===== src/rtl/pdm_mic_decimator.sv =====
// pdm_mic_decimator: front end for the on-board PDM microphone.
// Generates the mic bit clock, synchronizes and samples the PDM stream once per
// bit, and decimates it into unsigned PCM samples by counting ones over a fixed
// window (boxcar / first-order CIC). Samples leave over valid/ready with a
// sticky overrun flag.
module pdm_mic_decimator #(
    parameter int unsigned CLK_DIV_LOG2 = 5,
    parameter int unsigned DECIM        = 64,
    parameter int unsigned SAMPLE_W     = 7
) (
    input  logic                clk,
    input  logic                rst_n,
    input  logic                enable,
    output logic                mic_clk,
    output logic                mic_lrsel,
    input  logic                mic_data,
    output logic [SAMPLE_W-1:0] pcm_data,
    output logic                pcm_valid,
    input  logic                pcm_ready,
    output logic                overrun,
    input  logic                overrun_clr
);

    // Bit counter spans 0..DECIM-1; the accumulator must hold DECIM itself.
    localparam int unsigned CNT_W = $clog2(DECIM);
    localparam int unsigned ACC_W = $clog2(DECIM + 1);

    // Last clk of the mic_clk low phase: the mic has had a full low phase to settle.
    localparam logic [CLK_DIV_LOG2-1:0] STROBE_PHASE =
        CLK_DIV_LOG2'((32'd1 << (CLK_DIV_LOG2 - 1)) - 32'd1);
    localparam logic [CNT_W-1:0] LAST_BIT = CNT_W'(DECIM - 1);

    logic [CLK_DIV_LOG2-1:0] r_div;
    logic                    r_sync_meta;
    logic                    r_sync_bit;
    logic [CNT_W-1:0]        r_bit_cnt;
    logic [ACC_W-1:0]        r_acc;
    logic [SAMPLE_W-1:0]     r_pcm_data;
    logic                    r_pcm_valid;
    logic                    r_overrun;

    logic                    w_strobe;
    logic                    w_window_done;
    logic [ACC_W-1:0]        w_sample;
    logic                    w_transfer;
    logic                    w_overrun_set;

    // Free-running mic clock divider; held at zero while disabled so mic_clk idles low.
    always_ff @(posedge clk or negedge rst_n) begin
        if (!rst_n) begin
            r_div <= '0;
        end else if (!enable) begin
            r_div <= '0;
        end else begin
            r_div <= r_div + CLK_DIV_LOG2'(1);
        end
    end

    // Two-flop synchronizer for the asynchronous PDM data line.
    always_ff @(posedge clk or negedge rst_n) begin
        if (!rst_n) begin
            r_sync_meta <= 1'b0;
            r_sync_bit  <= 1'b0;
        end else begin
            r_sync_meta <= mic_data;
            r_sync_bit  <= r_sync_meta;
        end
    end

    // Sample strobe and window bookkeeping.
    assign w_strobe      = enable && (r_div == STROBE_PHASE);
    assign w_window_done = w_strobe && (r_bit_cnt == LAST_BIT);
    assign w_sample      = r_acc + ACC_W'(r_sync_bit);

    // Count ones across the window; a completed or abandoned window restarts at zero.
    always_ff @(posedge clk or negedge rst_n) begin
        if (!rst_n) begin
            r_bit_cnt <= '0;
            r_acc     <= '0;
        end else if (!enable) begin
            r_bit_cnt <= '0;
            r_acc     <= '0;
        end else if (w_window_done) begin
            r_bit_cnt <= '0;
            r_acc     <= '0;
        end else if (w_strobe) begin
            r_bit_cnt <= r_bit_cnt + CNT_W'(1);
            r_acc     <= w_sample;
        end
    end

    // Handshake: a transfer is only meaningful while a sample is held.
    assign w_transfer    = r_pcm_valid && pcm_ready;
    assign w_overrun_set = w_window_done && r_pcm_valid && !pcm_ready;

    // Output holding register; a new sample always wins over a pending transfer.
    always_ff @(posedge clk or negedge rst_n) begin
        if (!rst_n) begin
            r_pcm_data  <= '0;
            r_pcm_valid <= 1'b0;
        end else if (w_window_done) begin
            r_pcm_data  <= SAMPLE_W'(w_sample);
            r_pcm_valid <= 1'b1;
        end else if (w_transfer) begin
            r_pcm_valid <= 1'b0;
        end
    end

    // Sticky overrun; a coincident set beats the clear so no event is lost.
    always_ff @(posedge clk or negedge rst_n) begin
        if (!rst_n) begin
            r_overrun <= 1'b0;
        end else if (w_overrun_set) begin
            r_overrun <= 1'b1;
        end else if (overrun_clr) begin
            r_overrun <= 1'b0;
        end
    end

    assign mic_clk   = r_div[CLK_DIV_LOG2-1];
    assign mic_lrsel = 1'b0;
    assign pcm_data  = r_pcm_data;
    assign pcm_valid = r_pcm_valid;
    assign overrun   = r_overrun;

endmodule


===== config.mk =====
export PLATFORM = sky130hd
export DESIGN_NAME = pdm_mic_decimator
export DESIGN_NICKNAME = d
export VERILOG_FILES = /design/src/rtl/pdm_mic_decimator.sv
export SDC_FILE = /design/constraint.sdc
export NUM_CORES = 1
export LEC_CHECK = 0
export CORE_UTILIZATION = 40
export CTS_BUF_LIST = sky130_fd_sc_hd__clkbuf_2 sky130_fd_sc_hd__clkbuf_4 sky130_fd_sc_hd__clkbuf_8
export DETAILED_ROUTE_END_ITERATION = 10
export PLACE_DENSITY_LB_ADDON = 0.1
export SYNTH_ARGS = -nofsm -noshare
export SYNTH_HDL_FRONTEND = slang
export SYNTH_SLANG_ARGS = --single-unit
export TNS_END_PERCENT = 100

===== constraint.sdc =====
create_clock -name clk -period 4.2 [get_ports clk]
set_input_delay 0.84 -clock clk [delete_from_list [all_inputs] [get_ports clk]]
set_output_delay 0.84 -clock clk [all_outputs]
set_load 0.05 [all_outputs]

# After elaboration in Yosys (flattened, before gate mapping)
# Cells that the tools add are included.
[totals]
reg_bits = 29
latch_bits = 0
ram_bits = 0
mem_bits_ro = 0
in_bits = 6
out_inout_bits = 11
mem_count = 0
[classes]
add_sub_neg = 3
mul = 0
n_div = 0
n_lt_le_gt_ge = 0
n_eq_ne = 3
shifts = 0
muxes = 11
n_bitwise = 0
n_reduce_logical = 8
[op_table]
columns = ["op", "n"]
rows = [
  ["2-to-1 mux 7 bit", 3],
  ["2-to-1 mux 6 bit", 3],
  ["adder 7 x 1 -> 7 bit", 1],
  ["adder 6 x 1 -> 6 bit (second input constant)", 1],
  ["== test 6 bit (second input constant)", 1],
  ["adder 5 x 1 -> 5 bit (second input constant)", 1],
  ["== test 5 x 4 -> 1 bit (second input constant)", 1],
  ["logical AND 1 bit", 5],
  ["2-to-1 mux 5 bit", 1],
  ["2-to-1 mux 1 bit", 4],
  ["nonzero test 2 bit", 2],
  ["inequality test 3 x 1 -> 1 bit (second input constant)", 1],
  ["zero test 1 bit", 1],
]

# Logic depth before layout (Yosys ltp)
# Gate-level depths: netlist (run 1).
[logic_depth]
depth_word = 6
depth_mapped = 7

# Worst setup path before layout (run 1)
# OpenSTA, ideal clock, no wires.
[synth_path]
path_type = "reg2reg"
start = "register r_div[0]"
end = "register r_pcm_data[3] (netlist: pcm_data[3])"
setup_time_ns = 0.125
arrival_time_ns = 1.653
required_ns = 4.075
setup_slack_ns = 2.422
stages_incl_launch_ff = 7
path_buffers = 0
synth_period_minus_slack_ns = 1.778
cell_sequence = "dfrtp_1 -> ha_1 -> and3_1 -> ha_1 -> and3_1 -> and2_4 -> mux2_4"
[synth_via]
elab_chain_len = 3
[synth_rtl]
columns = ["element", "line", "source"]
rows = [
  ["start: declaration", "33", "logic [CLK_DIV_LOG2-1:0] r_div;"],
  ["start signal: assignment", "55", "r_div <= r_div + CLK_DIV_LOG2'(1);"],
  ["== test 5 x 4 -> 1 bit", "71", "assign w_strobe = enable && (r_div == STROBE_PHASE);"],
  ["logical AND 1 bit", "71", ""],
  ["logical AND 1 bit", "72", "assign w_window_done = w_strobe && (r_bit_cnt == LAST_BIT);"],
  ["end signal: assignment", "102", "r_pcm_data <= SAMPLE_W'(w_sample);"],
  ["end: declaration", "38", "logic [SAMPLE_W-1:0] r_pcm_data;"],
]
# No other way between the ends.
# A chain may end at the register's enable or synchronous reset.

# Worst setup path in the final report (run 1)
[layout_path]
start = "register r_div[0]"
end = "register r_pcm_data[4] (netlist: pcm_data[4])"
# The elaborated chain is that of the path after synthesis.

==> impl_metrics.tcl, run 1 <==
set metrics [dict create \
    critPathMaxFanout 22 \
    syn_nets 155 \
    rows 21 \
    place.detailed.hpwl_um 1940 \
    ys.flop_type "dfrtp_1" \
    crit_type "reg -> reg" \
    cts_made_buffers 5 \
    clock.fmax_ghz 0.414 \
    io_buffers 15 \
    initial_core_util_pct 43.5 \
    cp_cell_sequence "ha_1, and3_1, ha_1, and3_1, and2_4, mux2_4" \
    grt_pass1_wl_um 5220 \
    cts.sinks 29 \
    cpMaxStageDelayCell "ha_1" \
    wire_per_inst_um 14.1 \
    maxCapViolCount 0 \
    grt_pass1_vias 1132 \
    h-tree-depth 2 \
    final_area_um2 1770 \
    rsz0062_at_grt "false" \
    hold_class "reg -> reg" \
    ys_seq_area_share_pct 48.1 \
    antenna_left 0 \
    leakage_nw 0.765 \
    nNetsFinal 171 \
    dr.pass1.iters 4 \
    relSlewSlack_pct 48.4 \
    peakVddDrop_mv 0.169 \
    p_per_area_nw_per_um2 304 \
    drive_gt1_share_pct 12.5 \
    hold_violations 0 \
    fin_skew_ns 0.00571 \
    yosysUniqueCellTypes 39 \
    drc 0 \
    clk_pin_slew_ns 0.06 \
    synth_top_area_share_pct 48.1 \
    die_h_um 63.4 \
    grt_remaining_overflow 0 \
    start_kind "flip-flop" \
    post_cts_buffers 0 \
    coreArea_um2 3470 \
    yosysTopAreaCell "dfrtp_1" \
    endpoint_kind "flip-flop" \
    cts_hold_buf 0 \
    hold_depth 0 \
    period_share_pct 57.5 \
    synthTopCellsByArea "dfrtp_1 48%, ha_1 4.1%, nand2_1 3.5%" \
    max_stage_delay_ns 0.65 \
    cts-root-buf "clkbuf_8" \
    first_iter_violations 38 \
    post_cts_resized 0 \
    fin_tns_setup_ns 0 \
    gp_congestion 0.755 \
    cts_buffer_depth 2 \
    r2r_cells 6 \
    synth-seq-cells 29 \
    grt_antenna_before_repair 0 \
    antenna_cells 0 \
    placed_area_um2 1680 \
    die_x_um 63.4 \
    wl_um 2910 \
    synth_area_um2 1510 \
    via_per_inst 5.47 \
    tritoncts "yes" \
    synth.most_common_cell "dfrtp_1" \
    async_flop_share_pct 100 \
    clk_latency_ns 0.28 \
    drv_slew 0 \
    synth_common_cells "29 x dfrtp_1, 14 x nand2_1, 9 x a21oi_1, 7 x nor2b_1" \
    avgSynthCellArea_um2 10.5 \
    area_growth_pct 17.4 \
    track_usage_pct 17.2 \
    crit_arrival_ns 2.57 \
    synth_edf_count 0 \
    setup_viol 0 \
    die-area_um2 4020 \
    worstPathRequired_ns 4.36 \
    worst_pin_slew_ns 0.773 \
    dr_total_vias 1127 \
    yosysWarnings 0 \
    syn_inst 144 \
    grt_max_degree 30 \
    fin_crit_ns 2.42 \
    ios 17 \
    outcome "completed" \
]
-- registers in the layout, indices dropped and copies added (netlist names) --
name and cells:
pcm_valid 1, overrun 1, r_div 5, pcm_data 7, r_bit_cnt 6, r_sync_meta 1
r_sync_bit 1, r_acc 7
-- per-layer routing --
metal / share of wire [%] / GRT usage [%] / vias to the layer above
met5: 0 / 0 / -
met1: 47 / 21.8 / 567
li1: - / - / 540
met4: 1.8 / 8.52 / 0
met2: 48 / 26.2 / 13
met3: 3.0 / 5.43 / 7
-- cells in the final DEF (no fill, tap or decap), types with 3 or more instances in the layout --
cell,netlist,final
a31oi_1,3,3
dfrtp_1,29,29
clkdlybuf4s50_1,0,15
nor2b_1,7,7
or3_1,3,3
xnor2_1,5,5
nand3_1,6,6
o21ai_0,3,3
o22ai_1,5,5
nand4_1,3,3
a21oi_1,9,9
clkbuf_8,0,6
nand2_1,14,14
and3_1,3,3
o21a_1,5,5
nand2b_1,6,6
ha_1,5,5
and2_1,6,6
-- power breakdown --
group / switching [mW] / leakage [nW] / internal, mW / total, mW
combinational: 0.0127 / 0.319 / 0.00857 / 0.0213
clock: 0.0969 / 0.0477 / 0.136 / 0.233
sequential: 0.00189 / 0.398 / 0.283 / 0.285
total: 0.111 / 0.765 / 0.427 / 0.539
-- cell type report --
cell class | count | area, um^2
clock buffers | 7 | 90.1
multi-input cells | 105 | 726
inverters | 2 | 7.51
repair buffers | 17 | 165
fillers | 324 | 1700
well taps | 46 | 57.6
flip-flops and latches | 29 | 726
-- final timing paths --
check / startpoint / slack (ns) / to
worst max-delay path: r_div[0]$_DFF_PN0_ / 1.78 / pcm_data[4]$_DFFE_PN0P_
max in group asynchronous: rst_n / 2.98 / r_acc[0]$_DFFE_PN0P_
min in group asynchronous: rst_n / 0.95 / r_acc[2]$_DFFE_PN0P_
worst max register to register: r_div[0]$_DFF_PN0_ / 1.78 / pcm_data[4]$_DFFE_PN0P_
worst min-delay path: r_sync_meta$_DFF_PN0_ / 0.35 / r_sync_bit$_DFF_PN0_
worst min register to register: r_sync_meta$_DFF_PN0_ / 0.35 / r_sync_bit$_DFF_PN0_
-- stage by stage --
| step | hold slack [ns] | worst slack, ns | power [mW] | util (%) | std cells |
|---|---|---|---|---|---|
| 3_3_place_gp | 0.339 | 1.75 | 0.311 | 48.5 | 199 |
| 4_1_cts | 0.355 | 1.77 | 0.547 | 51.1 | 206 |
| 3_5_place_dp | 0.342 | 1.70 | 0.312 | 48.5 | 199 |
| 5_1_grt | 0.357 | 1.67 | 0.563 | 51.1 | 206 |
| 6_report | 0.351 | 1.78 | 0.539 | 51.1 | 206 |
| 2_1_floorplan | 0.331 | 2.42 | 0.298 | - | 144 |
-- kinds of logic (layout without fill, tap and decap cells) --
kind of cell / Yosys count / after routing / synth area share (%)
simple gates: 56 / 56 / 21.8
compound gates: 33 / 33 / 14.9
flops: 29 / 29 / 48.1
buf+inv: 10 / 26 / 3.81
xor+xnor: 6 / 6 / 3.48
fa+ha+maj: 5 / 5 / 4.15
mux: 4 / 4 / 3.48
other cells: 1 / 1 / 0.249
-- worst max-delay path: cells and delay by family, from the launching register on --
family                     cells  cell delay (ns)
DFF                            1             0.37
muxes                          1             0.30
and+or+nand+nor                3             0.77
adders and majority gates      2             0.84
Note: power is estimated with default switching activity, not from simulation.
==> run 2: changes to the inputs <==
- clock period: 4.2 -> 2 ns (I/O delays scaled with it)
==> impl_metrics.tcl, run 2 (same netlist as run 1, synthesis figures left out) <==
set metrics [dict create \
    place_inst 202 \
    fill_cells 334 \
    cts_made_buffers 5 \
    endpoint_kind "output port" \
    h-tree-depth 2 \
    drive_gt1_share_pct 14.6 \
    clk_pin_slew_ns 0.06 \
    cp_cell_sequence "clkdlybuf4s50_1" \
    crit_type "reg -> out" \
    initial_core_util_pct 43.5 \
    place.detailed.hpwl_um 2050 \
    cpMaxStageDelayCell "clkdlybuf4s50_1" \
    holdPathEnd "r_sync_bit$_DFF_PN0_" \
    relSlewSlack_pct 66.8 \
    fin_util_pct 52.1 \
    first_iter_violations 52 \
    r2r_cells 6 \
    ios 17 \
    final_cell_mix "29 x dfrtp_1, 15 x clkdlybuf4s50_1, 14 x nand2_1" \
    outcome "completed" \
    cts-root-buf "clkbuf_8" \
    cts_hold_buf 0 \
    cp_top_family "buffers and inverters" \
    peakVddDrop_mv 0.464 \
    grt_antenna_before_repair 0 \
    io_buffers 15 \
    final_area_um2 1810 \
    rsz0062_at_grt "false" \
    hold_depth 0 \
    critPathMaxFanout 2 \
    p_per_area_nw_per_um2 650 \
    fin_skew_ns 0.00504 \
    rrSetupSlack_ns 0.15 \
    path_buf_inv 1 \
    worst_pin_slew_ns 0.496 \
    grt_remaining_overflow 0 \
    area_growth_pct 19.7 \
    leakage_nw 0.787 \
    wire_per_inst_um 14.4 \
    fin_crit_ns 1.87 \
    hold_class "reg -> reg" \
    wl_um 3030 \
    nNetsFinal 174 \
    tritoncts "yes" \
    track_usage_pct 17.9 \
    cts_buffer_depth 2 \
    antenna_left 0 \
    post_cts_resized 0 \
    max_stage_delay_ns 0.81 \
    period_share_pct 93.4 \
    post_cts_buffers 0 \
    finalNonFillerCells 210 \
    hold_violations 0 \
    gp_congestion 0.734 \
    die_h_um 63.4 \
    grt_pass1_wl_um 5290 \
    crit_arrival_ns 1.47 \
    maxCapViolCount 0 \
    via_per_inst 5.38 \
    layout_commonest_cell "dfrtp_1" \
    clock.fmax_ghz 0.535 \
    clk_latency_ns 0.28 \
    cts.sinks 29 \
    coreArea_um2 3470 \
    die-area_um2 4020 \
    drc 0 \
    placed_area_um2 1700 \
    die_x_um 63.4 \
    setup_viol 0 \
    antenna_cells 0 \
    fin_tns_setup_ns 0 \
    drv_slew 0 \
    worstHoldStart "r_sync_meta$_DFF_PN0_" \
    rows 21 \
    timing.rr.end "pcm_data[4]$_DFFE_PN0P_" \
    start_kind "flip-flop" \
    worstPathRequired_ns 1.60 \
    grt_pass1_vias 1110 \
    dr_total_vias 1129 \
    r2r-start "r_div[0]$_DFF_PN0_" \
    grt_max_degree 30 \
    dr.pass1.iters 4 \
]
-- run 2: cell types whose count changed in the layout (fill, tap and decap cells not counted) --
| cell | before | now |
|---|---|---|
| clkinv_2 | 0 | 1 |
| buf_4 | 2 | 5 |
| clkbuf_4 | 1 | 0 |
| clkbuf_8 | 6 | 7 |
-- run 2: worst reg2reg max path: cells and delay by family (launching register included) --
family / cells / cell delay, ns
adders and majority gates: 2 / 0.40
muxes: 1 / 0.29
and+or+nand+nor: 3 / 0.65
DFF: 1 / 0.39
-- run 2: worst max-delay path by stage --
| stage | from | endpoint | slack (ns) | cells after the start |
|---|---|---|---|---|
| after floorplan | r_div[0]$_DFF_PN0_ | pcm_data[3]$_DFFE_PN0P_ | 0.22 | 6 |
| after global placement | r_div[0]$_DFF_PN0_ | pcm_data[4]$_DFFE_PN0P_ | 0.19 | 6 |
| after detailed placement | r_div[0]$_DFF_PN0_ | pcm_data[4]$_DFFE_PN0P_ | 0.16 | 6 |
| after global routing | r_div[0]$_DFF_PN0_ | r_bit_cnt[5]$_DFFE_PN0P_ | 0.03 | 7 |
| final | pcm_data[2]$_DFFE_PN0P_ | pcm_data[2] | 0.13 | 1 |
| after CTS | pcm_data[2]$_DFFE_PN0P_ | pcm_data[2] | 0.13 | 1 |
-- run 2: metal layers --
layer / part of all wire [%] / track usage, % / up-vias
met4: 2.7 / 11.1 / 0
met3: 3.3 / 4.89 / 7
met2: 46 / 27.1 / 22
li1: - / - / 546
met1: 47 / 22.3 / 554
met5: 0 / 0 / -
-- run 2: metrics by stage --
step,hold WS (ns),worst slack [ns],total power [mW]
after floorplan,0.104,0.222,0.627
after global placement,0.341,0.186,0.654
after detailed placement,0.351,0.160,0.655
after CTS,0.365,0.126,1.20
after global routing,0.364,0.0314,1.23
final,0.359,0.132,1.17
-- run 2: cell type report --
cell class	count	area [um^2]	area share, %
multi-input combinational	105	726	40.2
inverter	2	7.51	0.416
sequential	29	726	40.2
tap	46	57.6	3.19
clock inverter	1	5.00	0.277
clock buffer	7	96.3	5.34
timing repair buffer	20	188	10.4
-- run 2: report_power, final --
group          switching (mW)  total [mW]  leakage [nW]  internal, mW
Sequential            0.00407       0.598         0.398         0.594
Combinational          0.0274      0.0452         0.335        0.0178
Clock                   0.220       0.531        0.0542         0.310
Total                   0.252        1.17         0.787         0.922
==> run 3: changes to the inputs <==
- CORE_MARGIN: unset -> 4
==> impl_metrics.tcl, run 3 (same netlist as run 1, synthesis figures left out) <==
set metrics [dict create \
    cts_buffer_depth 2 \
    worst_pin_slew_ns 0.502 \
    place.detailed.hpwl_um 2030 \
    crit_type "reg -> reg" \
    cts_made_buffers 5 \
    holdWs_ns 0.348 \
    antenna_cells 0 \
    clk_pin_slew_ns 0.06 \
    wire_per_inst_um 14.1 \
    endpoint_kind "flip-flop" \
    antenna_left 0 \
    crit_arrival_ns 2.04 \
    die-area_um2 4820 \
    gr-usage-met2_pct 22.2 \
    placed_area_um2 1710 \
    grtUsageMet1_pct 17.5 \
    peakVddDrop_mv 0.367 \
    first_iter_violations 65 \
    wl_um 2990 \
    critPathMaxFanout 5 \
    area_growth_pct 21.3 \
    maxCapViolCount 0 \
    clock.fmax_ghz 0.533 \
    leakage_nw 0.791 \
    p_per_area_nw_per_um2 700 \
    tritoncts "yes" \
    cpMaxStageDelayCell "dfrtp_1" \
    rsz0062_at_grt "false" \
    setup_viol 0 \
    fin_tns_setup_ns 0 \
    grt_antenna_before_repair 0 \
    rows 22 \
    final_area_um2 1830 \
    die_h_um 69.4 \
    drc 0 \
    coreArea_um2 3660 \
    grt_pass1_vias 1138 \
    start_kind "flip-flop" \
    fill_cells 338 \
    dr.pass1.iters 4 \
    fin_ws_ns 0.123 \
    ff_latch_area_um2 726 \
    hold_class "reg -> reg" \
    fin_crit_ns 1.88 \
    hold_violations 0 \
    relSlewSlack_pct 66.4 \
    layout_commonest_cell "dfrtp_1" \
    track_usage_pct 14.0 \
    post_cts_buffers 0 \
    cts.sinks 29 \
    drive_gt1_share_pct 14.6 \
    cts_hold_buf 0 \
    multi_input_area_um2 726 \
    period_share_pct 93.8 \
    cts-root-buf "clkbuf_8" \
    gp_congestion 0.787 \
    preCtsSetupSlack_ns 0.143 \
    max_stage_delay_ns 0.40 \
    initial_core_util_pct 41.2 \
    die_x_um 69.4 \
    cp_cell_sequence "ha_1, and3_1, ha_1, and3_1, and2_4, mux2_4" \
    grt_remaining_overflow 0 \
    h-tree-depth 2 \
    clk_latency_ns 0.28 \
    post_cts_resized 0 \
    nNetsFinal 174 \
    final_cell_mix "29 x dfrtp_1, 15 x clkdlybuf4s50_1, 14 x nand2_1" \
    ios 17 \
    busiest_layer "met2" \
    io_buffers 15 \
    path_buf_inv 0 \
    via_per_inst 5.25 \
    worstPathRequired_ns 2.17 \
    grt_max_degree 30 \
    outcome "completed" \
    dr_total_vias 1112 \
    grt_pass1_wl_um 5440 \
    drv_slew 0 \
    grt.met3_usage_pct 4.78 \
    fin_skew_ns 0.00381 \
    cp_top_family "simple AND/OR/NAND/NOR gates" \
]
==> run 3: cell count changes in the layout (fill, tap and decap cells not counted), sizes merged <==
cell / delta
bufinv: +1
clkbuf: -1
clkinv: -1
clkinvlp: +1
==> run 3: per-stage QoR <==
stage / std cells / utilization [%] / total power [mW]
floorplan: 144 / - / 0.627
global placement: 204 / 46.6 / 0.654
detailed placement: 204 / 46.6 / 0.656
CTS: 212 / 49.9 / 1.30
global route: 212 / 50.0 / 1.34
finish: 212 / 50.0 / 1.28
==> run 3: worst paths after layout <==
kind	startpoint	end	slack, ns	depth (start not counted)
worst max register to register	r_div[0]$_DFF_PN0_	pcm_data[3]$_DFFE_PN0P_	0.12	6
worst min-delay path	r_sync_meta$_DFF_PN0_	r_sync_bit$_DFF_PN0_	0.35	0
worst min register to register	r_sync_meta$_DFF_PN0_	r_sync_bit$_DFF_PN0_	0.35	0
max in group asynchronous	rst_n	r_bit_cnt[1]$_DFFE_PN0P_	1.22	2
min in group asynchronous	rst_n	overrun$_DFFE_PN0P_	0.50	2
worst max-delay path	r_div[0]$_DFF_PN0_	pcm_data[3]$_DFFE_PN0P_	0.12	6
==> run 3: cell type report <==
type	count	area share (%)
inverter	2	0.410
clock buffer	6	4.51
tap	48	3.28
clock inverter	2	2.05
sequential	29	39.6
timing repair buffer	20	10.5
multi-input combinational	105	39.6
==> run 3: routing by layer <==
| metal | wire length, um | up-vias |
|---|---|---|
| li1 | - | 546 |
| met1 | 1350 | 539 |
| met2 | 1450 | 22 |
| met3 | 146 | 5 |
| met4 | 36 | 0 |
| met5 | 0 | - |
==> run 3: worst register-to-register path, delay by kind of cell, from the launching register on <==
family | cells | cell delay [ns]
mux | 1 | 0.29
simple gates | 3 | 0.64
fa+ha+maj | 2 | 0.44
flops | 1 | 0.40
==> run 3: where the power goes <==
group / total [mW] / internal, mW / switching, mW
sequential: 0.597 / 0.593 / 0.00403
combinational: 0.0455 / 0.0182 / 0.0273
clock: 0.639 / 0.405 / 0.235
total: 1.28 / 1.02 / 0.266
